**src/rtl/instr_loader.sv**
```systemverilog
// Boot loader: assembles a little-endian byte stream into 32-bit words and writes them to the
// instruction memory from address 0, holding the core in reset until done. INSTR_LOADER_CHECKSUM_EN adds an XOR check byte.
module instr_loader #(
  parameter int unsigned ADDR_W = 13
) (
  input  logic        clk_i,
  input  logic        rst_i,
  input  logic        byte_valid_i,
  input  logic [7:0]  byte_i,
  output logic        byte_ready_o,
  input  logic        restart_i,
  output logic        wr_en_o,
  output logic [29:0] wr_addr_o,
  output logic [31:0] wr_data_o,
  output logic        cpu_rst_o,
  output logic        done_o,
  output logic        err_o
);

  localparam int unsigned CNT_W = ADDR_W + 1;
  localparam int unsigned DEPTH = 1 << ADDR_W;

  typedef enum logic [2:0] {
    S_IDLE   = 3'd0,
    S_LEN_LO = 3'd1,
    S_LEN_HI = 3'd2,
    S_DATA   = 3'd3,
`ifdef INSTR_LOADER_CHECKSUM_EN
    S_CHK    = 3'd4,
`endif
    S_DONE   = 3'd5,
    S_ERR    = 3'd6
  } state_e;

  state_e              state_q, state_d;
  logic [7:0]          len_lo_q, len_lo_d;
  logic [ADDR_W-1:0]   last_q, last_d;
  logic [CNT_W-1:0]    word_cnt_q, word_cnt_d;
  logic [1:0]          byte_cnt_q, byte_cnt_d;
  logic [23:0]         asm_q, asm_d;
  logic                rdy_q, rdy_d;
  logic                wr_en_q, wr_en_d;
  logic [ADDR_W-1:0]   wr_addr_q, wr_addr_d;
  logic [31:0]         wr_data_q, wr_data_d;
  logic                cpu_rst_q, cpu_rst_d;
  logic                done_q, done_d;
  logic                err_q, err_d;
`ifdef INSTR_LOADER_CHECKSUM_EN
  logic [7:0]          ck_q, ck_d;
`endif

  logic        accept;
  logic [15:0] len_w;

  // rdy_q always mirrors "state_q is an accepting state"
  assign accept = byte_valid_i && rdy_q;
  assign len_w  = {byte_i, len_lo_q};

  always_comb begin
    state_d    = state_q;
    len_lo_d   = len_lo_q;
    last_d     = last_q;
    word_cnt_d = word_cnt_q;
    byte_cnt_d = byte_cnt_q;
    asm_d      = asm_q;
    wr_en_d    = 1'b0;
    wr_addr_d  = wr_addr_q;
    wr_data_d  = wr_data_q;
`ifdef INSTR_LOADER_CHECKSUM_EN
    ck_d       = ck_q;
`endif
    case (state_q)
      S_IDLE: state_d = S_LEN_LO;
      S_LEN_LO: begin
        if (accept) begin
          len_lo_d = byte_i;
          state_d  = S_LEN_HI;
        end
      end
      S_LEN_HI: begin
        if (accept) begin
          if (len_w == 16'd0 || 32'(len_w) > DEPTH) begin
            state_d = S_ERR;
          end else begin
            last_d     = ADDR_W'(len_w - 16'd1);
            word_cnt_d = '0;
            byte_cnt_d = 2'd0;
            state_d    = S_DATA;
          end
        end
      end
      S_DATA: begin
        if (accept) begin
`ifdef INSTR_LOADER_CHECKSUM_EN
          ck_d = ck_q ^ byte_i;
`endif
          byte_cnt_d = byte_cnt_q + 2'd1;
          case (byte_cnt_q)
            2'd0: asm_d[7:0]   = byte_i;
            2'd1: asm_d[15:8]  = byte_i;
            2'd2: asm_d[23:16] = byte_i;
            default: begin
              wr_en_d    = 1'b1;
              wr_addr_d  = word_cnt_q[ADDR_W-1:0];
              wr_data_d  = {byte_i, asm_q};
              word_cnt_d = word_cnt_q + CNT_W'(1);
              if (word_cnt_q == CNT_W'(last_q)) begin
`ifdef INSTR_LOADER_CHECKSUM_EN
                state_d = S_CHK;
`else
                state_d = S_DONE;
`endif
              end
            end
          endcase
        end
      end
`ifdef INSTR_LOADER_CHECKSUM_EN
      S_CHK: begin
        if (accept) state_d = (byte_i == ck_q) ? S_DONE : S_ERR;
      end
`endif
      S_DONE, S_ERR: begin
        if (restart_i) begin
          word_cnt_d = '0;
          byte_cnt_d = 2'd0;
          asm_d      = '0;
`ifdef INSTR_LOADER_CHECKSUM_EN
          ck_d       = 8'd0;
`endif
          state_d    = S_LEN_LO;
        end
      end
      default: state_d = S_IDLE;
    endcase

    // status outputs are registered decodes of the next state
    rdy_d     = (state_d == S_LEN_LO) || (state_d == S_LEN_HI) || (state_d == S_DATA)
`ifdef INSTR_LOADER_CHECKSUM_EN
                || (state_d == S_CHK)
`endif
                ;
    cpu_rst_d = (state_d != S_DONE);
    done_d    = (state_d == S_DONE);
    err_d     = (state_d == S_ERR);
  end

  always_ff @(posedge clk_i) begin
    if (rst_i) begin
      state_q    <= S_IDLE;
      len_lo_q   <= 8'd0;
      last_q     <= '0;
      word_cnt_q <= '0;
      byte_cnt_q <= 2'd0;
      asm_q      <= 24'd0;
      rdy_q      <= 1'b0;
      wr_en_q    <= 1'b0;
      wr_addr_q  <= '0;
      wr_data_q  <= 32'd0;
      cpu_rst_q  <= 1'b1;
      done_q     <= 1'b0;
      err_q      <= 1'b0;
`ifdef INSTR_LOADER_CHECKSUM_EN
      ck_q       <= 8'd0;
`endif
    end else begin
      state_q    <= state_d;
      len_lo_q   <= len_lo_d;
      last_q     <= last_d;
      word_cnt_q <= word_cnt_d;
      byte_cnt_q <= byte_cnt_d;
      asm_q      <= asm_d;
      rdy_q      <= rdy_d;
      wr_en_q    <= wr_en_d;
      wr_addr_q  <= wr_addr_d;
      wr_data_q  <= wr_data_d;
      cpu_rst_q  <= cpu_rst_d;
      done_q     <= done_d;
      err_q      <= err_d;
`ifdef INSTR_LOADER_CHECKSUM_EN
      ck_q       <= ck_d;
`endif
    end
  end

  assign byte_ready_o = rdy_q;
  assign wr_en_o      = wr_en_q;
  assign wr_addr_o    = {{(30-ADDR_W){1'b0}}, wr_addr_q};
  assign wr_data_o    = wr_data_q;
  assign cpu_rst_o    = cpu_rst_q;
  assign done_o       = done_q;
  assign err_o        = err_q;

endmodule
```
**config.mk**
```make
export PLATFORM = sky130hd
export DESIGN_NAME = instr_loader
export DESIGN_NICKNAME = d
export VERILOG_FILES = /design/src/rtl/instr_loader.sv
export SDC_FILE = /design/constraint.sdc
export NUM_CORES = 1
export LEC_CHECK = 0
export BUFFER_PORTS_ARGS = -buffer_cell sky130_fd_sc_hd__buf_4
export CELL_PAD_IN_SITES_DETAIL_PLACEMENT = 1
export CELL_PAD_IN_SITES_GLOBAL_PLACEMENT = 1
export CORE_MARGIN = 2
export CORE_UTILIZATION = 42
export CTS_CLUSTER_SIZE = 12
export DETAILED_ROUTE_END_ITERATION = 12
export GPL_ROUTABILITY_DRIVEN = 0
export HOLD_SLACK_MARGIN = 0.15
export PLACE_DENSITY_LB_ADDON = 0.08
export SYNTH_ARGS = -nofsm -noshare
export SYNTH_HDL_FRONTEND = slang
export SYNTH_SLANG_ARGS = --single-unit
```
**constraint.sdc**
```tcl
create_clock -name clk_i -period 3 [get_ports clk_i]
set_input_delay 0 -clock clk_i [delete_from_list [all_inputs] [get_ports clk_i]]
set_output_delay 0 -clock clk_i [all_outputs]
set_load 0.1 [all_outputs]
```
==> flow_summary.html, run 1 <==
<table>
<tr><th>Metric</th><th>Value</th></tr>
<tr><th colspan="2">Outcome</th></tr>
<tr><td>Run status</td><td>finished, violations left</td></tr>
<tr><td>Failing checks</td><td>design-rule violations</td></tr>
<tr><th colspan="2">Floorplanning</th></tr>
<tr><td>Cell row count</td><td>39</td></tr>
<tr><td>Die Height</td><td>~110 um</td></tr>
<tr><td>Chip width</td><td>113 um</td></tr>
<tr><td>Full die area</td><td>between 0.01 and 0.015 mm2</td></tr>
<tr><td>Num ports</td><td>79</td></tr>
<tr><td>Initial cell density of the core</td><td>between 40% and 50%</td></tr>
<tr><td>Core outline area</td><td>0.0115 mm2</td></tr>
<tr><th colspan="2">STA</th></tr>
<tr><td>Actual transition at the worst max-transition pin</td><td>approximately 640 ps</td></tr>
<tr><td>Worst clock skew</td><td>6.80 ps</td></tr>
<tr><td>Number of max-slew violations in the final report</td><td>0</td></tr>
<tr><td>Count of final setup violators</td><td>0</td></tr>
<tr><td>Final hold viol count</td><td>0</td></tr>
<tr><td>Setup repair after global routing missed its margin</td><td>no</td></tr>
<tr><td>Slew HR</td><td>a little under three fifths</td></tr>
<tr><td>Final critical path time including I/O delays and setup</td><td>~2500 ps</td></tr>
<tr><td>Hold WS</td><td>approximately 450 ps</td></tr>
<tr><td>Highest Clock Rate</td><td>399 MHz</td></tr>
<tr><td>Fraction of the cycle the final worst path needs</td><td>83.4%</td></tr>
<tr><td>Setup TNS Final</td><td>0 ps</td></tr>
<tr><th colspan="2">GRT</th></tr>
<tr><td>Antenna violations before repair</td><td>0</td></tr>
<tr><td>Wire length of the first global-routing pass</td><td>about 22000 um</td></tr>
<tr><td>Maximum number of pins on one net before global-route repair</td><td>64</td></tr>
<tr><td>Via count of the first global-routing pass</td><td>4320</td></tr>
<tr><td>GRT Residual Overflow</td><td>0</td></tr>
<tr><td>Global router's overall resource usage</td><td>between 20% and 30%</td></tr>
<tr><th colspan="2">Critical path</th></tr>
<tr><td>Worst Path Required</td><td>3280 ps</td></tr>
<tr><td>CP cell instances</td><td>inv_1 &gt; ha_1 &gt; or3b_2 &gt; nor4_4 &gt; mux2i_2 &gt; buf_4 &gt; mux2i_1 &gt; nor2_1</td></tr>
<tr><td>Slowest cell delay on critical path</td><td>roughly 530 ps</td></tr>
<tr><td>Cell family with the largest share of critical-path delay</td><td>simple AND/OR/NAND/NOR gates</td></tr>
<tr><td>Slowest cell on the critical path</td><td>sky130_fd_sc_hd__or3b_2</td></tr>
<tr><td>Startpoint type of the worst setup path</td><td>register</td></tr>
<tr><td>Max Fanout on Critical Path</td><td>25</td></tr>
<tr><td>Data arrival time of the critical path</td><td>around 2800 ps</td></tr>
<tr><td>Buffering stage count on the worst path with inverters included</td><td>2</td></tr>
<tr><td>Critical path type</td><td>register to register</td></tr>
<tr><td>Critical Path Sink Type</td><td>register</td></tr>
<tr><th colspan="2">Layout</th></tr>
<tr><td>Number of antenna repair diodes</td><td>0</td></tr>
<tr><td>Final net count</td><td>~670</td></tr>
<tr><td>Share of cells above drive strength 1</td><td>17.1%</td></tr>
<tr><td>Finished Cell Area</td><td>0.00625 mm2</td></tr>
<tr><td>Area Growth Syn to Fin</td><td>24.6%</td></tr>
<tr><th colspan="2">Placed design</th></tr>
<tr><td>Half-perimeter wire length of the detailed placement result</td><td>a little over 9000 um</td></tr>
<tr><td>Post-Place Cell Area</td><td>approximately 0.0055 mm2</td></tr>
<tr><td>PortBufs</td><td>about 60</td></tr>
<tr><th colspan="2">Logic synthesis</th></tr>
<tr><td>Cell with the most instances after synthesis</td><td>sky130_fd_sc_hd__dfxtp_1</td></tr>
<tr><td>Cell variety after synth</td><td>51</td></tr>
<tr><td>Cell accounting for the most synthesized area</td><td>sky130_fd_sc_hd__dfxtp_1</td></tr>
<tr><td>Number of warnings printed during yosys synthesis</td><td>0</td></tr>
<tr><td>Seq cells post-synth</td><td>between 100 and 150</td></tr>
<tr><td>Main area contributors after synthesis</td><td>sky130_fd_sc_hd__dfxtp_1 46%, sky130_fd_sc_hd__nand2_1 8.2%, sky130_fd_sc_hd__mux2i_1 7.2%</td></tr>
<tr><td>Synthesized instance count</td><td>around 600</td></tr>
<tr><td>Share of synthesized flip-flops with an asynchronous set or reset</td><td>0%</td></tr>
<tr><td>Most frequently used flop master after synthesis</td><td>sky130_fd_sc_hd__dfxtp_1</td></tr>
<tr><td>Synthesized area</td><td>0.00501 mm2</td></tr>
<tr><td>EDFF count, synth</td><td>0</td></tr>
<tr><td>Seq/Total Area, Yosys</td><td>between 40% and 50%</td></tr>
<tr><td>Post-synthesis area per instance</td><td>~8.5 um2</td></tr>
<tr><td>Share of the synthesized area in the top cell type</td><td>45.5%</td></tr>
<tr><td>Synth top cells by count</td><td>114 x sky130_fd_sc_hd__dfxtp_1, 110 x sky130_fd_sc_hd__nand2_1, 60 x sky130_fd_sc_hd__a21oi_1</td></tr>
<tr><th colspan="2">Pwr</th></tr>
<tr><td>Areal power density over the cells</td><td>about 630 mW/mm2</td></tr>
<tr><td>Pleak</td><td>around 2.4 nW</td></tr>
<tr><td>Total design power</td><td>3.91 mW</td></tr>
<tr><td>Worst voltage drop across the vdd grid</td><td>0.000479 V</td></tr>
<tr><th colspan="2">Routing</th></tr>
<tr><td>Total Wirelength</td><td>approximately 14000 um</td></tr>
<tr><td>Number of search-and-repair iterations in the first detailed-routing pass</td><td>8</td></tr>
<tr><td>Total vias in the final route</td><td>4278</td></tr>
<tr><td>Vias per std cell</td><td>approximately 5.3</td></tr>
<tr><td>Number of nets still failing antenna checks after routing</td><td>0</td></tr>
<tr><td>Starting DRC count in detailed routing</td><td>279</td></tr>
<tr><td>DRC Markers</td><td>4</td></tr>
<tr><td>Wire length per cell</td><td>roughly 17 um</td></tr>
<tr><th colspan="2">CTS</th></tr>
<tr><td>Number of CTS-inserted buffers</td><td>17</td></tr>
<tr><td>Clock-pin slew of the registers on the worst-case setup and hold paths</td><td>approximately 50 ps</td></tr>
<tr><td>Setup repair bufs after CTS</td><td>0</td></tr>
<tr><td># H-tree levels</td><td>4</td></tr>
<tr><td>CTS sink count</td><td>approximately 110</td></tr>
<tr><td>Clock Tree Buf Depth</td><td>2</td></tr>
<tr><td>Skew-Pair Late Insertion Delay</td><td>420 ps</td></tr>
<tr><td>CTS Root Buffer Type</td><td>sky130_fd_sc_hd__clkbuf_16</td></tr>
<tr><td>TritonCTS clock tree</td><td>built</td></tr>
<tr><th colspan="2">Flow run</th></tr>
<tr><td>Max cap viols</td><td>0</td></tr>
<tr><th colspan="2">Hold path</th></tr>
<tr><td>Worst min-delay path category</td><td>register to register</td></tr>
</table>
area by class of cell:
type / instances / area, um2
tap: 143 / 179
inverter: 6 / 22.5
fill: 1349 / 5270
clock buffer: 21 / 450
timing repair buffer: 83 / 668
sequential: 114 / 2280
clock inverter: 11 / 160
multi-input combinational: 425 / 2480
tightest hold or removal path: cells and delay by family, from the launching register on:
family	cells	cell delay [ps]
AO/OA/AOI/OAI	1	50
flip-flops	1	300
AND/OR/NAND/NOR	1	50
cells in the final DEF (no fill, tap or decap), types with 3 or more instances in the layout:
| master | instances |
|---|---|
| sky130_fd_sc_hd__a211oi_1 | 13 |
| sky130_fd_sc_hd__a21oi_1 | 60 |
| sky130_fd_sc_hd__a311oi_1 | 7 |
| sky130_fd_sc_hd__a311oi_2 | 6 |
| sky130_fd_sc_hd__and2_1 | 8 |
| sky130_fd_sc_hd__and3_1 | 4 |
| sky130_fd_sc_hd__buf_4 | 69 |
| sky130_fd_sc_hd__bufinv_16 | 4 |
| sky130_fd_sc_hd__clkbuf_1 | 3 |
| sky130_fd_sc_hd__clkbuf_16 | 17 |
| sky130_fd_sc_hd__clkinv_2 | 5 |
| sky130_fd_sc_hd__conb_1 | 17 |
| sky130_fd_sc_hd__dfxtp_1 | 114 |
| sky130_fd_sc_hd__dlygate4sd3_1 | 13 |
| sky130_fd_sc_hd__ha_1 | 6 |
| sky130_fd_sc_hd__inv_1 | 6 |
| sky130_fd_sc_hd__mux2i_1 | 35 |
| sky130_fd_sc_hd__nand2_1 | 110 |
| sky130_fd_sc_hd__nand2b_1 | 4 |
| sky130_fd_sc_hd__nand3_1 | 7 |
| sky130_fd_sc_hd__nand4_1 | 4 |
| sky130_fd_sc_hd__nor2_1 | 59 |
| sky130_fd_sc_hd__nor3_1 | 8 |
| sky130_fd_sc_hd__nor4_1 | 5 |
| sky130_fd_sc_hd__o21ai_0 | 10 |
| sky130_fd_sc_hd__o31ai_1 | 4 |
| sky130_fd_sc_hd__or3_1 | 3 |
| sky130_fd_sc_hd__or4_1 | 3 |
| sky130_fd_sc_hd__xnor2_1 | 7 |
| sky130_fd_sc_hd__xor2_1 | 16 |
routing by layer:
metal / global-route usage, % / vias up / wire (um)
li1: - / 2097 / -
met1: 27.0 / 2092 / 6140
met2: 38.4 / 67 / 6920
met3: 5.30 / 22 / 364
met4: 8.62 / 0 / 302
met5: 0 / - / 0
stage by stage:
stage / util (%) / worst slack, ps / instances
2_1_floorplan: - / 147 / 603
3_3_place_gp: 47.8 / 583 / 758
3_5_place_dp: 47.8 / 482 / 758
4_1_cts: 54.2 / 476 / 803
5_1_grt: 54.2 / 292 / 803
6_report: 54.2 / 497 / 803
logic make-up (layout without fill, tap and decap cells):
logic type | count (synthesis) | in the layout | synth area share [%]
compound gates | 112 | 112 | 14.4
buf+inv | 64 | 121 | 6.27
fa+ha+maj | 6 | 6 | 1.50
simple gates | 230 | 230 | 20.7
flops | 114 | 114 | 45.5
other cells | 1 | 17 | 0.0748
mux | 37 | 37 | 7.42
xor+xnor | 23 | 23 | 4.02
sequential cells by signal, indices dropped and copies added (netlist names):
| name | count |
|---|---|
| asm_q | 24 |
| byte_cnt_q | 2 |
| byte_ready_o | 1 |
| cpu_rst_o | 1 |
| done_o | 1 |
| err_o | 1 |
| last_q | 13 |
| len_lo_q | 8 |
| state_q | 3 |
| word_cnt_q | 14 |
| wr_addr_q | 13 |
| wr_data_o | 32 |
| wr_en_o | 1 |
power by group:
part           switching, mW  internal (mW)
Clock                  0.681           1.40
Combinational          0.215         0.0752
Sequential            0.0144           1.53
Total                  0.911           3.00
what timing repair did:
item | 4_1_cts | 5_1_grt
resized for setup | 0 | 0
endpoints found under the hold margin | 49 | 0
hold buffers | 13 | 0
worst paths after layout:
| check | from | end | slack, ps | cells after the start |
|---|---|---|---|---|
| max | len_lo_q[0] | last_q[0] | 500 | 8 |
| min | asm_q[12] | wr_data_o[12] | 450 | 2 |
| max reg2reg | len_lo_q[0] | last_q[0] | 500 | 8 |
| min reg2reg | asm_q[12] | wr_data_o[12] | 450 | 2 |
No activity file was read; power rests on OpenSTA's default activity.
==> run 2, diff against run 1 <==
==> constraint.sdc (replaced) <==
create_clock -name clk_i -period 2.35 [get_ports clk_i]
set_input_delay 0 -clock clk_i [delete_from_list [all_inputs] [get_ports clk_i]]
set_output_delay 0 -clock clk_i [all_outputs]
set_load 0.1 [all_outputs]
==> flow_summary.html, run 2 (same netlist as run 1, synthesis figures left out) <==
<table>
<tr><th>Metric</th><th>Value</th></tr>
<tr><th colspan="2">Outcome</th></tr>
<tr><td>Run status</td><td>finished, violations left</td></tr>
<tr><td>Failing checks</td><td>design-rule violations</td></tr>
<tr><th colspan="2">Critical path</th></tr>
<tr><td>Critical path type</td><td>register to register</td></tr>
<tr><td>Critical Path Sink Type</td><td>register</td></tr>
<tr><td>Number of cells on the critical path</td><td>6 (-2)</td></tr>
<tr><td>Cell family with the largest share of critical-path delay</td><td>simple AND/OR/NAND/NOR gates</td></tr>
<tr><td>CP cell instances</td><td>or4_4 &gt; nor4_4 &gt; mux2i_4 &gt; or2_4 &gt; clkbuf_16 &gt; a311oi_1</td></tr>
<tr><td>Slowest cell delay on critical path</td><td>590 ps (+60 ps)</td></tr>
<tr><td>Worst Path Required</td><td>2640 ps (-640 ps)</td></tr>
<tr><td>Max Fanout on Critical Path</td><td>8 (-68%)</td></tr>
<tr><td>Startpoint type of the worst setup path</td><td>register</td></tr>
<tr><td>Slowest cell on the critical path</td><td>sky130_fd_sc_hd__or4_4</td></tr>
<tr><td>Buffering stage count on the worst path with inverters included</td><td>1 (-1)</td></tr>
<tr><td>R2R depth</td><td>6 (-2)</td></tr>
<tr><td>Data arrival time of the critical path</td><td>2570 ps (-220 ps)</td></tr>
<tr><th colspan="2">Layout</th></tr>
<tr><td>Commonest cells after routing, fill and taps aside</td><td>112 x sky130_fd_sc_hd__dfxtp_1, 110 x sky130_fd_sc_hd__nand2_1, 81 x sky130_fd_sc_hd__buf_4, 60 x sky130_fd_sc_hd__a21oi_1, 59 x sky130_fd_sc_hd__nor2_1</td></tr>
<tr><td>Sequential cell area in the final layout</td><td>0.00228 mm2 (+0.11%)</td></tr>
<tr><td>Area of the multi-input gates</td><td>0.00251 mm2 (+1.1%)</td></tr>
<tr><td>Number of filler instances in the final layout</td><td>1302 (-3.5%)</td></tr>
<tr><td>Number of antenna repair diodes</td><td>0 (unchanged)</td></tr>
<tr><td>Share of cells above drive strength 1</td><td>20.6% (+3.4 points)</td></tr>
<tr><td>Number of flip-flops under the largest register name</td><td>32 (unchanged)</td></tr>
<tr><td>Area Growth Syn to Fin</td><td>30.2%</td></tr>
<tr><td>Leading cell type in the layout, fill and taps excluded</td><td>sky130_fd_sc_hd__dfxtp_1</td></tr>
<tr><td>Final net count</td><td>681 (+2.4%)</td></tr>
<tr><td>Core Util, Final</td><td>56.6% (+2.4 points)</td></tr>
<tr><th colspan="2">Routing</th></tr>
<tr><td>Total length of routed met2 wires</td><td>7650 um (+11%)</td></tr>
<tr><td>Starting DRC count in detailed routing</td><td>212 (-24%)</td></tr>
<tr><td>DRC Markers</td><td>2 (-2)</td></tr>
<tr><td>WL met1</td><td>5990 um (-2.4%)</td></tr>
<tr><td>Total Wirelength</td><td>14500 um (+5.8%)</td></tr>
<tr><td>Sum of met3 wire segment lengths after detailed routing</td><td>542 um (+49%)</td></tr>
<tr><td>Vias per std cell</td><td>5.36 (+0.61%)</td></tr>
<tr><td>Total vias in the final route</td><td>4390 (+2.6%)</td></tr>
<tr><td>Number of nets still failing antenna checks after routing</td><td>0 (unchanged)</td></tr>
<tr><td>Top routing layer used</td><td>met4</td></tr>
<tr><td>Wire length per cell</td><td>17.7 um (+3.8%)</td></tr>
<tr><td>Number of search-and-repair iterations in the first detailed-routing pass</td><td>8 (unchanged)</td></tr>
<tr><th colspan="2">CTS</th></tr>
<tr><td>CTS sink count</td><td>114 (unchanged)</td></tr>
<tr><td>TritonCTS clock tree</td><td>built</td></tr>
<tr><td>Skew-Pair Late Insertion Delay</td><td>430 ps (about the same)</td></tr>
<tr><td>Clock-pin slew of the registers on the worst-case setup and hold paths</td><td>50 ps (about the same)</td></tr>
<tr><td># H-tree levels</td><td>4 (unchanged)</td></tr>
<tr><td>Number of CTS-inserted buffers</td><td>17 (unchanged)</td></tr>
<tr><td>CTS Root Buffer Type</td><td>sky130_fd_sc_hd__clkbuf_16</td></tr>
<tr><td>Clock Tree Buf Depth</td><td>2 (unchanged)</td></tr>
<tr><th colspan="2">STA</th></tr>
<tr><td>Fraction of the cycle the final worst path needs</td><td>97.3% (+14 points)</td></tr>
<tr><td>Actual transition at the worst max-transition pin</td><td>514 ps (-126 ps)</td></tr>
<tr><td>Final hold viol count</td><td>0 (unchanged)</td></tr>
<tr><td>Hold WS</td><td>446 ps (-6.17 ps)</td></tr>
<tr><td>Final critical path time including I/O delays and setup</td><td>2290 ps (-217 ps)</td></tr>
<tr><td>Highest Clock Rate</td><td>437 MHz (+9.5%)</td></tr>
<tr><td>Number of max-slew violations in the final report</td><td>0 (unchanged)</td></tr>
<tr><td>Count of final setup violators</td><td>0 (unchanged)</td></tr>
<tr><td>Slew HR</td><td>65.8% (+8.4 points)</td></tr>
<tr><td>Post-route setup slack</td><td>63.5 ps (-433 ps)</td></tr>
<tr><td>Worst clock skew</td><td>7.48 ps (+0.686 ps)</td></tr>
<tr><th colspan="2">Pwr</th></tr>
<tr><td>Pleak</td><td>2.50 nW (+6.0%)</td></tr>
<tr><td>Areal power density over the cells</td><td>816 mW/mm2 (+30%)</td></tr>
<tr><td>Worst voltage drop across the vdd grid</td><td>0.000689 V (+44%)</td></tr>
<tr><td>Total design power</td><td>5.32 mW (+36%)</td></tr>
<tr><th colspan="2">Placed design</th></tr>
<tr><td>PortBufs</td><td>61 (unchanged)</td></tr>
<tr><td>Half-perimeter wire length of the detailed placement result</td><td>9670 um (+3.4%)</td></tr>
<tr><td>Minimum setup slack after placement</td><td>11.4 ps (-471 ps)</td></tr>
<tr><th colspan="2">GRT</th></tr>
<tr><td>Wire length of the first global-routing pass</td><td>23300 um (+3.9%)</td></tr>
<tr><td>Antenna violations before repair</td><td>0 (unchanged)</td></tr>
<tr><td>Global router's overall resource usage</td><td>23.3% (+0.97 points)</td></tr>
<tr><td>Maximum number of pins on one net before global-route repair</td><td>51 (-20%)</td></tr>
<tr><td>GRT Residual Overflow</td><td>0 (unchanged)</td></tr>
<tr><td>Via count of the first global-routing pass</td><td>4584 (+6.1%)</td></tr>
<tr><th colspan="2">Floorplanning</th></tr>
<tr><td>Num ports</td><td>79 (unchanged)</td></tr>
<tr><td>Core outline area</td><td>0.0115 mm2 (unchanged)</td></tr>
<tr><td>Chip width</td><td>113 um (unchanged)</td></tr>
<tr><td>Initial cell density of the core</td><td>43.5% (unchanged)</td></tr>
<tr><td>Full die area</td><td>0.0128 mm2 (unchanged)</td></tr>
<tr><td>Cell row count</td><td>39 (unchanged)</td></tr>
<tr><td>Die Height</td><td>113 um (unchanged)</td></tr>
<tr><th colspan="2">Hold path</th></tr>
<tr><td>Hold Path Stages</td><td>4 (+2)</td></tr>
<tr><td>Worst min-delay path category</td><td>primary input to register</td></tr>
<tr><th colspan="2">Flow run</th></tr>
<tr><td>Max cap viols</td><td>0 (unchanged)</td></tr>
</table>
-- run 2: changes by cell type in the layout (fill, tap and decap cells not counted), sizes merged --
cell	previous run	this run
clkinvlp	2	0
dlygate4sd3	13	12
bufinv	4	6
buf	70	85
clkbuf	21	23
-- run 2: repair_timing --
item                                    in CTS  in global routing
gates resized for setup                      0                  7
endpoints found under the setup margin       0                 31
hold buffers                                12                  0
buffers inserted                             0                  3
endpoints found under the hold margin       71                  0
-- run 2: per-layer routing --
metal,track usage (%),vias to the layer above
met3,6.59,27
met2,41.7,88
met1,26.0,2148
met4,9.19,0
met5,0,-
li1,-,2127
-- run 2: layout make-up --
cell class / count / share of cell area [%]
multi-input cells: 425 / 38.5
flip-flops and latches: 114 / 35.0
repair buffers: 99 / 13.0
clock buffers: 21 / 7.21
clock inverters: 11 / 3.15
well taps: 143 / 2.74
inverters: 6 / 0.345
-- run 2: report_power, final --
group / internal [mW] / leakage (nW) / switching [mW]
sequential: 1.95 / 0.920 / 0.0185
clock: 2.06 / 0.337 / 0.897
combinational: 0.114 / 1.24 / 0.286
-- run 2: path summary, 6_finish.rpt --
path / slack (ps) / start / end
worst max-delay path: 60 / len_lo_q[4] / word_cnt_q[2]
worst min-delay path: 450 / byte_i[6] / wr_data_o[30]
worst max register to register: 60 / len_lo_q[4] / word_cnt_q[2]
worst min register to register: 450 / wr_addr_q[9] / wr_addr_q[9]
-- run 2: metrics by stage --
step                setup TNS, ps  area (um2)  cells
finish                          0        6520    819
global placement                0        5640    771
floorplan                       0        5090    603
detailed placement              0        5640    771
CTS                             0        6440    815
global route                -33.9        6520    819
-- run 2: worst min-delay path, delay by kind of cell --
| kind | cells | cell delay [ps] |
|---|---|---|
| AO/OA/AOI/OAI | 1 | 50 |
| buffers and inverters | 2 | 710 |
| AND/OR/NAND/NOR | 1 | 60 |
